**src/rtl/tdm_demux8_if.sv**
```systemverilog
// ============================================================================
// Module   : tdm_demux8_if
// Brief    : Serial-in / parallel-out bundle for the 8-slot TDM demultiplexer.
// Revision : 1.0 - initial release
// ============================================================================
`default_nettype none

interface tdm_demux8_if #(
    parameter int N_CH  = 8,
    parameter int SEL_W = 3
);
    logic              din;
    logic              din_valid;
    logic              sof;
    logic [N_CH-1:0]   Y;
    logic              Y_valid;
    logic [SEL_W-1:0]  slot;
    logic              frame_abort;
    logic              parity_err;

    // Serial source side
    modport master (
        output din, din_valid, sof,
        input  Y, Y_valid, slot, frame_abort, parity_err
    );

    // Demultiplexer side
    modport slave (
        input  din, din_valid, sof,
        output Y, Y_valid, slot, frame_abort, parity_err
    );
endinterface

`default_nettype wire

```
**src/rtl/tdm_demux8.sv**
```systemverilog
// ============================================================================
// Module   : tdm_demux8
// Brief    : 1-to-8 time-division demultiplexer; LSB-first serial beats are
//            gathered into a shadow word and published as a parallel frame.
//            Optional trailing even-parity beat: TDM_DEMUX_PARITY_EN.
// Revision : 1.0 - initial release
// ============================================================================
`default_nettype none

module tdm_demux8 #(
    parameter int N_CH  = 8,
    parameter int SEL_W = 3
) (
    input  wire logic        clk,
    input  wire logic        rst,
    tdm_demux8_if.slave      bus
);

    localparam logic [SEL_W-1:0] LAST_SLOT = SEL_W'(N_CH - 1);
    localparam logic [SEL_W-1:0] ONE_SLOT  = SEL_W'(1);

    typedef enum logic [1:0] {
        S_IDLE    = 2'b00,
        S_COLLECT = 2'b01,
        S_PARITY  = 2'b10
    } state_t;

    state_t            state_q;
    logic [N_CH-1:0]   shadow_q;
    logic [N_CH-1:0]   shadow_d;
    logic [N_CH-1:0]   y_q;
    logic              y_valid_q;
    logic [SEL_W-1:0]  slot_q;
    logic              abort_q;

    // Shadow word with the incoming bit dropped into the current slot
    always_comb begin
        shadow_d         = shadow_q;
        shadow_d[slot_q] = bus.din;
    end

`ifdef TDM_DEMUX_PARITY_EN
    logic parity_q;
`endif

    always_ff @(posedge clk or posedge rst) begin
        if (rst) begin
            state_q   <= S_IDLE;
            shadow_q  <= '0;
            y_q       <= '0;
            y_valid_q <= 1'b0;
            slot_q    <= '0;
            abort_q   <= 1'b0;
`ifdef TDM_DEMUX_PARITY_EN
            parity_q  <= 1'b0;
`endif
        end else begin
            y_valid_q <= 1'b0;
            abort_q   <= 1'b0;
            if (bus.din_valid) begin
                case (state_q)
                    S_IDLE: begin
                        if (bus.sof) begin
                            shadow_q[0] <= bus.din;
                            slot_q      <= ONE_SLOT;
                            state_q     <= S_COLLECT;
                        end
                    end
                    S_COLLECT: begin
                        // sof wins even on the final slot: abort and restart
                        if (bus.sof) begin
                            abort_q     <= 1'b1;
                            shadow_q[0] <= bus.din;
                            slot_q      <= ONE_SLOT;
                        end else if (slot_q == LAST_SLOT) begin
                            shadow_q  <= shadow_d;
`ifdef TDM_DEMUX_PARITY_EN
                            state_q   <= S_PARITY;
`else
                            y_q       <= {bus.din, shadow_q[N_CH-2:0]};
                            y_valid_q <= 1'b1;
                            slot_q    <= '0;
                            state_q   <= S_IDLE;
`endif
                        end else begin
                            shadow_q <= shadow_d;
                            slot_q   <= slot_q + ONE_SLOT;
                        end
                    end
`ifdef TDM_DEMUX_PARITY_EN
                    S_PARITY: begin
                        if (bus.sof) begin
                            abort_q     <= 1'b1;
                            shadow_q[0] <= bus.din;
                            slot_q      <= ONE_SLOT;
                            state_q     <= S_COLLECT;
                        end else begin
                            y_q       <= shadow_q;
                            y_valid_q <= 1'b1;
                            parity_q  <= (^shadow_q) ^ bus.din;
                            slot_q    <= '0;
                            state_q   <= S_IDLE;
                        end
                    end
`endif
                    default: begin
                        state_q <= S_IDLE;
                        slot_q  <= '0;
                    end
                endcase
            end
        end
    end

    assign bus.Y           = y_q;
    assign bus.Y_valid     = y_valid_q;
    assign bus.slot        = slot_q;
    assign bus.frame_abort = abort_q;
`ifdef TDM_DEMUX_PARITY_EN
    assign bus.parity_err  = parity_q;
`else
    assign bus.parity_err  = 1'b0;
`endif

endmodule

`default_nettype wire

```
**src/flat_wrapper.sv**
```systemverilog
// flat-port wrapper written by rule: the top's interface ports become plain ports
module tdm_demux8_flat 
#(
    parameter int N_CH  = 8,
    parameter int SEL_W = 3
)
  (clk, rst, bus_din, bus_din_valid, bus_sof, bus_Y, bus_Y_valid, bus_slot, bus_frame_abort, bus_parity_err);
  tdm_demux8_if #(.N_CH(N_CH), .SEL_W(SEL_W)) bus_i ();
  input  wire logic clk;
  input  wire logic rst;
  input wire logic [$bits(bus_i.din)-1:0] bus_din;
  input wire logic [$bits(bus_i.din_valid)-1:0] bus_din_valid;
  input wire logic [$bits(bus_i.sof)-1:0] bus_sof;
  output wire logic [$bits(bus_i.Y)-1:0] bus_Y;
  output wire logic [$bits(bus_i.Y_valid)-1:0] bus_Y_valid;
  output wire logic [$bits(bus_i.slot)-1:0] bus_slot;
  output wire logic [$bits(bus_i.frame_abort)-1:0] bus_frame_abort;
  output wire logic [$bits(bus_i.parity_err)-1:0] bus_parity_err;
  assign bus_i.din = bus_din;
  assign bus_i.din_valid = bus_din_valid;
  assign bus_i.sof = bus_sof;
  assign bus_Y = bus_i.Y;
  assign bus_Y_valid = bus_i.Y_valid;
  assign bus_slot = bus_i.slot;
  assign bus_frame_abort = bus_i.frame_abort;
  assign bus_parity_err = bus_i.parity_err;
  tdm_demux8 #(.N_CH(N_CH), .SEL_W(SEL_W)) u_core (.clk(clk), .rst(rst), .bus(bus_i));
endmodule
```
**config.mk**
```make
export PLATFORM = sky130hd
export DESIGN_NAME = tdm_demux8_flat
export DESIGN_NICKNAME = d
export VERILOG_FILES = /design/src/rtl/tdm_demux8_if.sv /design/src/rtl/tdm_demux8.sv /design/src/flat_wrapper.sv
export SDC_FILE = /design/constraint.sdc
export NUM_CORES = 1
export LEC_CHECK = 0
export BUFFER_PORTS_ARGS = -buffer_cell sky130_fd_sc_hd__buf_2
export CAP_MARGIN = 20
export CORE_AREA = 2 2 49 51
export DETAILED_ROUTE_END_ITERATION = 6
export DIE_AREA = 0 0 51 53
export PLACE_DENSITY = 0.66
export SETUP_SLACK_MARGIN = 0.3
export SLEW_MARGIN = 20
export SYNTH_ARGS = -nofsm -noshare
export SYNTH_HDL_FRONTEND = slang
export SYNTH_SLANG_ARGS = --single-unit
```
**constraint.sdc**
```tcl
create_clock -name clk -period 1.9 [get_ports clk]
set_input_delay 0.19 -clock clk [delete_from_list [all_inputs] [get_ports clk]]
set_output_delay 0.19 -clock clk [all_outputs]
set_load 0.01 [all_outputs]
```
# Word level (Yosys, flattened, before mapping)
# Index checks and enable logic that the tools add are counted.
[totals]
ff_bits = 23
inputBits = 5
output_inout_bits = 14
wordCells = 45
[op_classes]
n_addsub = 1
magnitude_cmp = 2
n_eq_ne = 5
muxes = 21
bitwise = 1
reduce_logical = 8
[ops]
columns = ["cell", "n"]
rows = [
  ["$mux W1", 10],
  ["$mux W3", 3],
  ["$bwmux W8", 1],
  ["$reduce_and A4 Y1", 2],
  ["$mux W2", 3],
  ["$pmux W3 S2", 1],
  ["$reduce_and A3 Y1", 2],
  ["$lt A3 B4 Y1 const B", 1],
  ["$ne A2 B2 Y1 const B", 2],
  ["$pmux W2 S2", 1],
  ["$add A3 B1 Y3 const B", 1],
  ["$demux W1 S3", 1],
  ["$eq A3 B3 Y1 const B", 1],
  ["$ge A3 B1 Y1 const B", 1],
  ["$eq A2 B1 Y1 const B", 1],
  ["$logic_not A2 Y1", 1],
  ["$ne A2 B1 Y1 const B", 1],
  ["$pmux W1 S2", 1],
  ["$reduce_and A2 Y1", 1],
  ["$reduce_bool A2 Y1", 1],
  ["$logic_and A1 B1 Y1", 1],
  ["$not A1 Y1", 1],
]

# Longest topological paths before layout
# Gate-level depths: netlist (run 1).
[logic_depth]
depth_word = 7
ltp_mapped = 5
depth_no_buf = 5

# Least setup slack after synthesis (run 1)
# OpenSTA, ideal clock, no wires.
[synth_path]
path_kind = "register to register"
startpoint = "register u_core.slot_q[1], in the netlist u_core.bus.slot[1]"
endpoint = "register u_core.y_q[0], in the netlist u_core.bus.Y[0]"
setup_time_ps = 125
t_arrival_ps = 1373
required_ps = 1775
slack_ps = 402
stages_incl_launch_ff = 5
path_buffers = 0
synth_period_minus_slack_ps = 1498
cell_sequence = "dfrtp_1 ha_1 ha_1 nand4b_4 mux2_2"
[synth_between]
elab_chain_len = 2
[synth_lines]
columns = ["item", "line_no", "source"]
rows = [
  ["from (decl)", "tdm_demux8.sv:33", "logic [SEL_W-1:0] slot_q;"],
  ["from (signal assigned)", "tdm_demux8.sv:87", "slot_q <= slot_q + ONE_SLOT;"],
  ["$eq A3 B3 Y1", "tdm_demux8.sv:75", "end else if (slot_q == LAST_SLOT) begin"],
  ["$reduce_and A4 Y1 (no source line)", "n/a", ""],
  ["to (signal assigned)", "tdm_demux8.sv:80", "y_q <= {bus.din, shadow_q[N_CH-2:0]};"],
  ["to (decl)", "tdm_demux8.sv:31", "logic [N_CH-1:0] y_q;"],
]
# No other way between the ends.
# A chain may end at the register's enable or synchronous reset.

# Worst setup path in the final report (run 1)
[layout_path]
startpoint = "register u_core.slot_q[0], in the netlist u_core.bus.slot[0]"
endpoint = "register u_core.y_q[2], in the netlist u_core.bus.Y[2]"
# The elaborated chain is that of the path after synthesis.

==> results.yml, run 1 <==
synthesis:
  synth.distinct_cells: 21
  ys_seq_area_share_pct: 55.8
  synth_warnings: 0
  syn_nets: 80
  synth_cells: 72
  yosys_register_bits: 21
  syn_area_um2: 942
  syn_area_per_cell_um2: 13.1
floorplanning:
  coreArea_um2: 2150
  start_util_pct: 43.9
  io_pins: 19
  die_y_um: 53
  die_area_um2: 2700
  rows: 17
  die_w_um: 51
routing:
  wire_per_inst_um: 14.0
  route.detailed.drc: 0
  drt_iter0_drc: 0
  first_pass_iters: 1
  postRouteAntennaNets: 0
  vias_per_cell: 5.23
  vias: 633
  drt_wl_total_um: 1700
grt:
  grt_usage_pct: 14.5
  grt_pass1_vias: 621
  antenna_found_initial: 0
  grt_max_degree: 22
  grt-ovfl-total: 0
  grt_pass1_wl_um: 2830
clock_tree:
  clk_path_buf_depth: 2
  clock-sinks: 21
  cts_buffers: 3
  clockRootBuffer: "clkbuf_4"
  postCtsHoldBufs: 0
  htree_levels: 1
  clkTransAtPathRegs_ns: 0.12
  insertion_delay_ns: 0.29
  cts_tree: "yes"
sta:
  fin_skew_ns: 0.00281
  timing.hold.ws_ns: 0.0123
  hold_viol_final: 0
  period_share_pct: 79.7
  max_freq_mhz: 660
  relSlewSlack_pct: 48.5
  setup_viol: 0
  rsz0062_at_grt: "false"
  fin_setup_tns_ns: 0
  min_period_ns: 1.51
  worst_pin_slew_ns: 0.771
  maxSlewViolCount: 0
setup_path:
  start_kind: "register"
  worstPathArrival_ns: 1.70
  critPathTopFamily: "flip-flops"
  crit_type: "register to register"
  reg2reg_to: "u_core.bus.Y[2]"
  critical_path.max_stage_delay_ns: 0.46
  crit_slowest_cell: "dfrtp_2"
  cp_max_fo: 7
  r2r_slack_ns: 0.39
  crit_chain: "ha_1 -> ha_2 -> nand4b_2 -> mux2_2"
  cp_data_required_time_ns: 2.09
  r2r_cells: 4
  worst-path-buf-inv: 0
  worstReg2RegStart: "u_core.bus.slot[0]"
  crit_end: "u_core.bus.Y[2]"
  path_depth: 4
  crit_path_end_kind: "register"
  worstSetupStartpoint: "u_core.bus.slot[0]"
finish:
  area_growth_pct: 17.4
  postLayoutCellArea_um2: 1110
  drive_above_1_share_pct: 46.2
  nets: 102
  fin_cells: 121
  n_antenna_cell: 0
  final_util_pct: 51.5
placed_design:
  placed_area_um2: 1040
  gp_congestion: 0.772
  port_buffers: 17
  dp.cells: 114
  place_hpwl_um: 1160
power:
  power_density_nw_per_um2: 1000
  peakVddDrop_mv: 0.466
  p_leak_nw: 0.569
run_status:
  status: "completed"
job:
  cap_violations: 0
min_path:
  hold_class: "input pin to async pin"
## final cells by class
cell class	count	area [µm²]
fill	204	1040
sequential	21	529
multi-input combinational	45	399
timing repair buffer	19	100
tap	28	35.0
clock buffer	3	22.5
inverter	4	15.0
clock inverter	1	5.00
## cell families (layout without fill, tap and decap cells)
logic type,after synthesis,after routing,synth area share (%)
multiplexers,15,15,17.9
AND/OR/NAND/NOR,18,19,13.1
other,1,1,0.398
buffers and inverters,7,27,3.72
flip-flops,21,21,55.8
adder cells (fa/ha/maj),3,3,3.98
AO/OA/AOI/OAI,7,7,5.05
## synthesized netlist by cell type, drive strengths merged
library cell / number / share of area, %
a22o: 1 / 1.1
and3: 1 / 0.80
and4bb: 1 / 1.3
buf: 3 / 2.1
conb: 1 / 0.40
dfrtp: 21 / 56
ha: 3 / 4.0
inv: 4 / 1.6
mux2: 15 / 18
nand2: 4 / 1.6
nand3: 5 / 2.7
nand4b: 2 / 3.5
nor3: 3 / 1.6
nor3b: 1 / 0.80
nor4b: 1 / 0.93
o21a: 2 / 1.6
o21ai: 2 / 1.1
o22ai: 2 / 1.3
## layer usage
layer / share of wire, % / global-route usage [%]
met5: 0 / 0
met2: 51 / 24.2
met4: 1.6 / 8.11
met1: 44 / 17.7
met3: 3.5 / 2.54
## registers in the layout, summed over array words and instances (netlist names)
name,flops
u_core.shadow_q,7
u_core.bus.Y_valid,1
u_core.bus.slot,3
u_core.state_q,1
u_core.bus.Y,8
u_core.bus.frame_abort,1
## through the flow
| stage | worst slack [ns] | power (W) |
|---|---|---|
| floorplan | 0.402 | 0.000799 |
| global placement | 0.390 | 0.000882 |
| detailed placement | 0.346 | 0.000891 |
| CTS | 0.313 | 0.00111 |
| global route | 0.326 | 0.00119 |
| finish | 0.385 | 0.00111 |
## repair_timing
item / in CTS / in global routing
setup buffers: 0 / 2
resized for setup: 1 / 3
endpoints found under the setup margin: 2 / 10
gates cloned: 0 / 1
## layout by cell type, fill, tap and decap left out, drive strengths merged
| cell type | count |
|---|---|
| nand2 | 4 |
| ha | 3 |
| clkbuf | 3 |
| dfrtp | 21 |
| clkinv | 1 |
| nor3 | 3 |
| mux2 | 15 |
| nand3 | 5 |
| o21ai | 2 |
| buf | 19 |
| and4bb | 1 |
| a22o | 1 |
| nor3b | 1 |
| o21a | 2 |
| and3 | 1 |
| inv | 4 |
| nand4b | 3 |
| o22ai | 2 |
| conb | 1 |
| nor4b | 1 |
## how the worst min path moves through the flow
| stage | endpoint | slack (ns) |
|---|---|---|
| 6_report | u_core.bus.Y[7] | 0.01 |
| 3_3_place_gp | u_core.bus.Y_valid | 0.36 |
| 3_5_place_dp | u_core.bus.Y[7] | 0.37 |
| 2_1_floorplan | u_core.bus.Y[0] | 0.17 |
| 4_1_cts | u_core.bus.Y[7] | 0.04 |
| 5_1_grt | u_core.bus.Y[2] | 0.08 |
## power by group
group | switching [W] | internal [W] | leakage (nW) | total (W)
logic | 0.000127 | 0.000150 | 0.282 | 0.000278
registers | 0.0000722 | 0.000553 | 0.270 | 0.000625
clock network | 0.000130 | 0.0000783 | 0.0177 | 0.000209
Power figures use the tool's default switching activity.
==> inputs of run 2 (changes only) <==
--- a/config.mk
+++ b/config.mk
@@ -10,7 +10,7 @@
 export CORE_AREA = 2 2 49 51
 export DETAILED_ROUTE_END_ITERATION = 6
 export DIE_AREA = 0 0 51 53
-export PLACE_DENSITY = 0.66
+export PLACE_DENSITY = 0.68
 export SETUP_SLACK_MARGIN = 0.3
 export SLEW_MARGIN = 20
 export SYNTH_ARGS = -nofsm -noshare
==> constraint.sdc (replaced) <==
create_clock -name clk -period 1.25 [get_ports clk]
set_input_delay 0.125 -clock clk [delete_from_list [all_inputs] [get_ports clk]]
set_output_delay 0.125 -clock clk [all_outputs]
set_load 0.01 [all_outputs]
==> run 2 against run 1 <==
Net effect:
- the run now ends with negative setup slack left
- clock skew barely moved
- utilization increased by 17 points
- combinational power grew to 3.0 times the previous value
- power grew 91%
- wire length is 20% higher
- critical path type unchanged
- critical endpoint unchanged
==> results.yml, run 2 (synthesis results as in run 1) <==
run_status:
  status: "finished with violations"
  failed_checks: "negative setup slack"
sta:
  period_share_pct: 109
  setup_viol: 17
  min_period_ns: 1.37
  rsz0062_at_grt: "true"
  max_freq_mhz: 731
  timing.hold.ws_ns: 0.158
  fin_skew_ns: 0.00307
  fin_setup_tns_ns: -1.43
  setup_ws_ns: -0.119
  maxSlewViolCount: 0
  hold_viol_final: 0
finish:
  multi_input_area_um2: 547
  fillers: 156
  largest_reg_flops: 8
  layout_commonest_cell: "buf_4"
  ff_latch_area_um2: 529
  layout_common_cells: "buf_4, dfrtp_1, buf_2"
  nets: 125
  n_antenna_cell: 0
  fin_cells: 144
  area_growth_pct: 55.2
  drive_above_1_share_pct: 71.6
placed_design:
  dp.cells: 126
  port_buffers: 17
  place_hpwl_um: 1320
  gp_congestion: 0.758
  place_ws_ns: -0.142
setup_path:
  crit_path_end_kind: "register"
  critical_path.max_stage_delay_ns: 0.46
  worst-path-buf-inv: 0
  start_kind: "register"
  crit_path_frequent_cell: "ha_4"
  cp_max_fo: 5
  cp_data_required_time_ns: 1.45
  crit_slowest_cell: "dfrtp_2"
  worstPathArrival_ns: 1.57
  crit_chain: "ha_4 -> ha_4 -> nand4b_4 -> mux2_4"
  critPathTopFamily: "flip-flops"
  crit_type: "register to register"
routing:
  drt_iter0_drc: 6
  drt_wl_total_um: 2030
  vias_per_cell: 4.94
  vias: 712
  wire_per_inst_um: 14.1
  postRouteAntennaNets: 0
  route.detailed.drc: 0
  first_pass_iters: 4
grt:
  grt_max_degree: 22
  grt_usage_pct: 17.2
  grt_pass1_vias: 706
  grt_pass1_wl_um: 3290
  antenna_found_initial: 0
  grt-ovfl-total: 0
floorplanning:
  rows: 17
  die_w_um: 51
  io_pins: 19
  die_y_um: 53
  coreArea_um2: 2150
  die_area_um2: 2700
  start_util_pct: 43.9
clock_tree:
  clock-sinks: 21
  insertion_delay_ns: 0.30
  clkTransAtPathRegs_ns: 0.12
  clockRootBuffer: "clkbuf_4"
  clk_path_buf_depth: 2
  cts_buffers: 3
  cts_tree: "yes"
  htree_levels: 1
power:
  clockPowerShare_pct: 15.3
  power_density_nw_per_um2: 1450
  p_switching_w: 0.000634
  swShare_pct: 29.9
  p_leak_nw: 0.743
  pwr-share-comb_pct: 39.2
  intPower_w: 0.00149
  total_power_w: 0.00212
  p_seq_share_pct: 45.5
  peakVddDrop_mv: 0.900
min_path:
  hold_class: "input pin to register"
job:
  cap_violations: 0
[run 2: cell count changes in the layout (fill, tap and decap cells not counted), sizes merged]
cell and delta:
dlygate4sd3 +1, buf +22
[run 2: worst paths after layout]
kind                                          from                     end  slack, ns  cells after the start
worst max-delay path            u_core.bus.slot[0]         u_core.bus.Y[2]      -0.12                      4
worst min-delay path                       bus_sof       u_core.state_q[0]       0.16                      2
worst max register to register  u_core.bus.slot[0]         u_core.bus.Y[2]      -0.12                      4
worst min register to register  u_core.shadow_q[6]         u_core.bus.Y[6]       0.52                      1
max in group asynchronous                      rst      u_core.bus.slot[2]       0.65                      4
min in group asynchronous                      rst  u_core.bus.frame_abort       0.38                      4
[run 2: metal layers]
metal | up-vias | global-route usage [%] | part of all wire (%)
met3 | 4 | 2.54 | 2.2
met4 | 0 | 8.11 | 1.9
li1 | 347 | - | -
met5 | - | 0 | 0
met1 | 347 | 20.6 | 44
met2 | 14 | 30.3 | 52
[run 2: final cells by class]
cell class,instances,area share (%)
clock buffer,3,1.54
clock inverter,1,0.342
inverter,4,1.20
multi-input combinational,45,37.4
sequential,21,36.2
tap,28,2.40
timing repair buffer,42,21.0
[run 2: what timing repair did]
item,CTS,global route
endpoints found under the hold margin,21,0
resized for setup,14,13
hold buffers,1,0
gates cloned,1,0
pin swaps,6,6
setup buffers,10,2
endpoints found under the setup margin,31,33
[run 2: worst reg2reg max path: stages, from the launching register on]
cell and delay [ns]:
dfrtp_2 0.46, ha_4 0.18, ha_4 0.17, nand4b_4 0.14, mux2_4 0.31
[run 2: through the flow]
stage	utilization, %	cell area [µm²]
floorplan	-	1020
global placement	56.3	1210
detailed placement	56.3	1210
CTS	65.4	1410
global route	68.1	1460
finish	68.1	1460
[run 2: power groups by stage]
stage                     Clock (W)  Combinational (W)  Sequential (W)
after global routing       0.000361           0.000898        0.000982
after CTS                  0.000331           0.000766        0.000957
after detailed placement          0           0.000574        0.000973
after global placement            0           0.000560        0.000962
after floorplan                   0           0.000314        0.000993
final                      0.000326           0.000832        0.000965
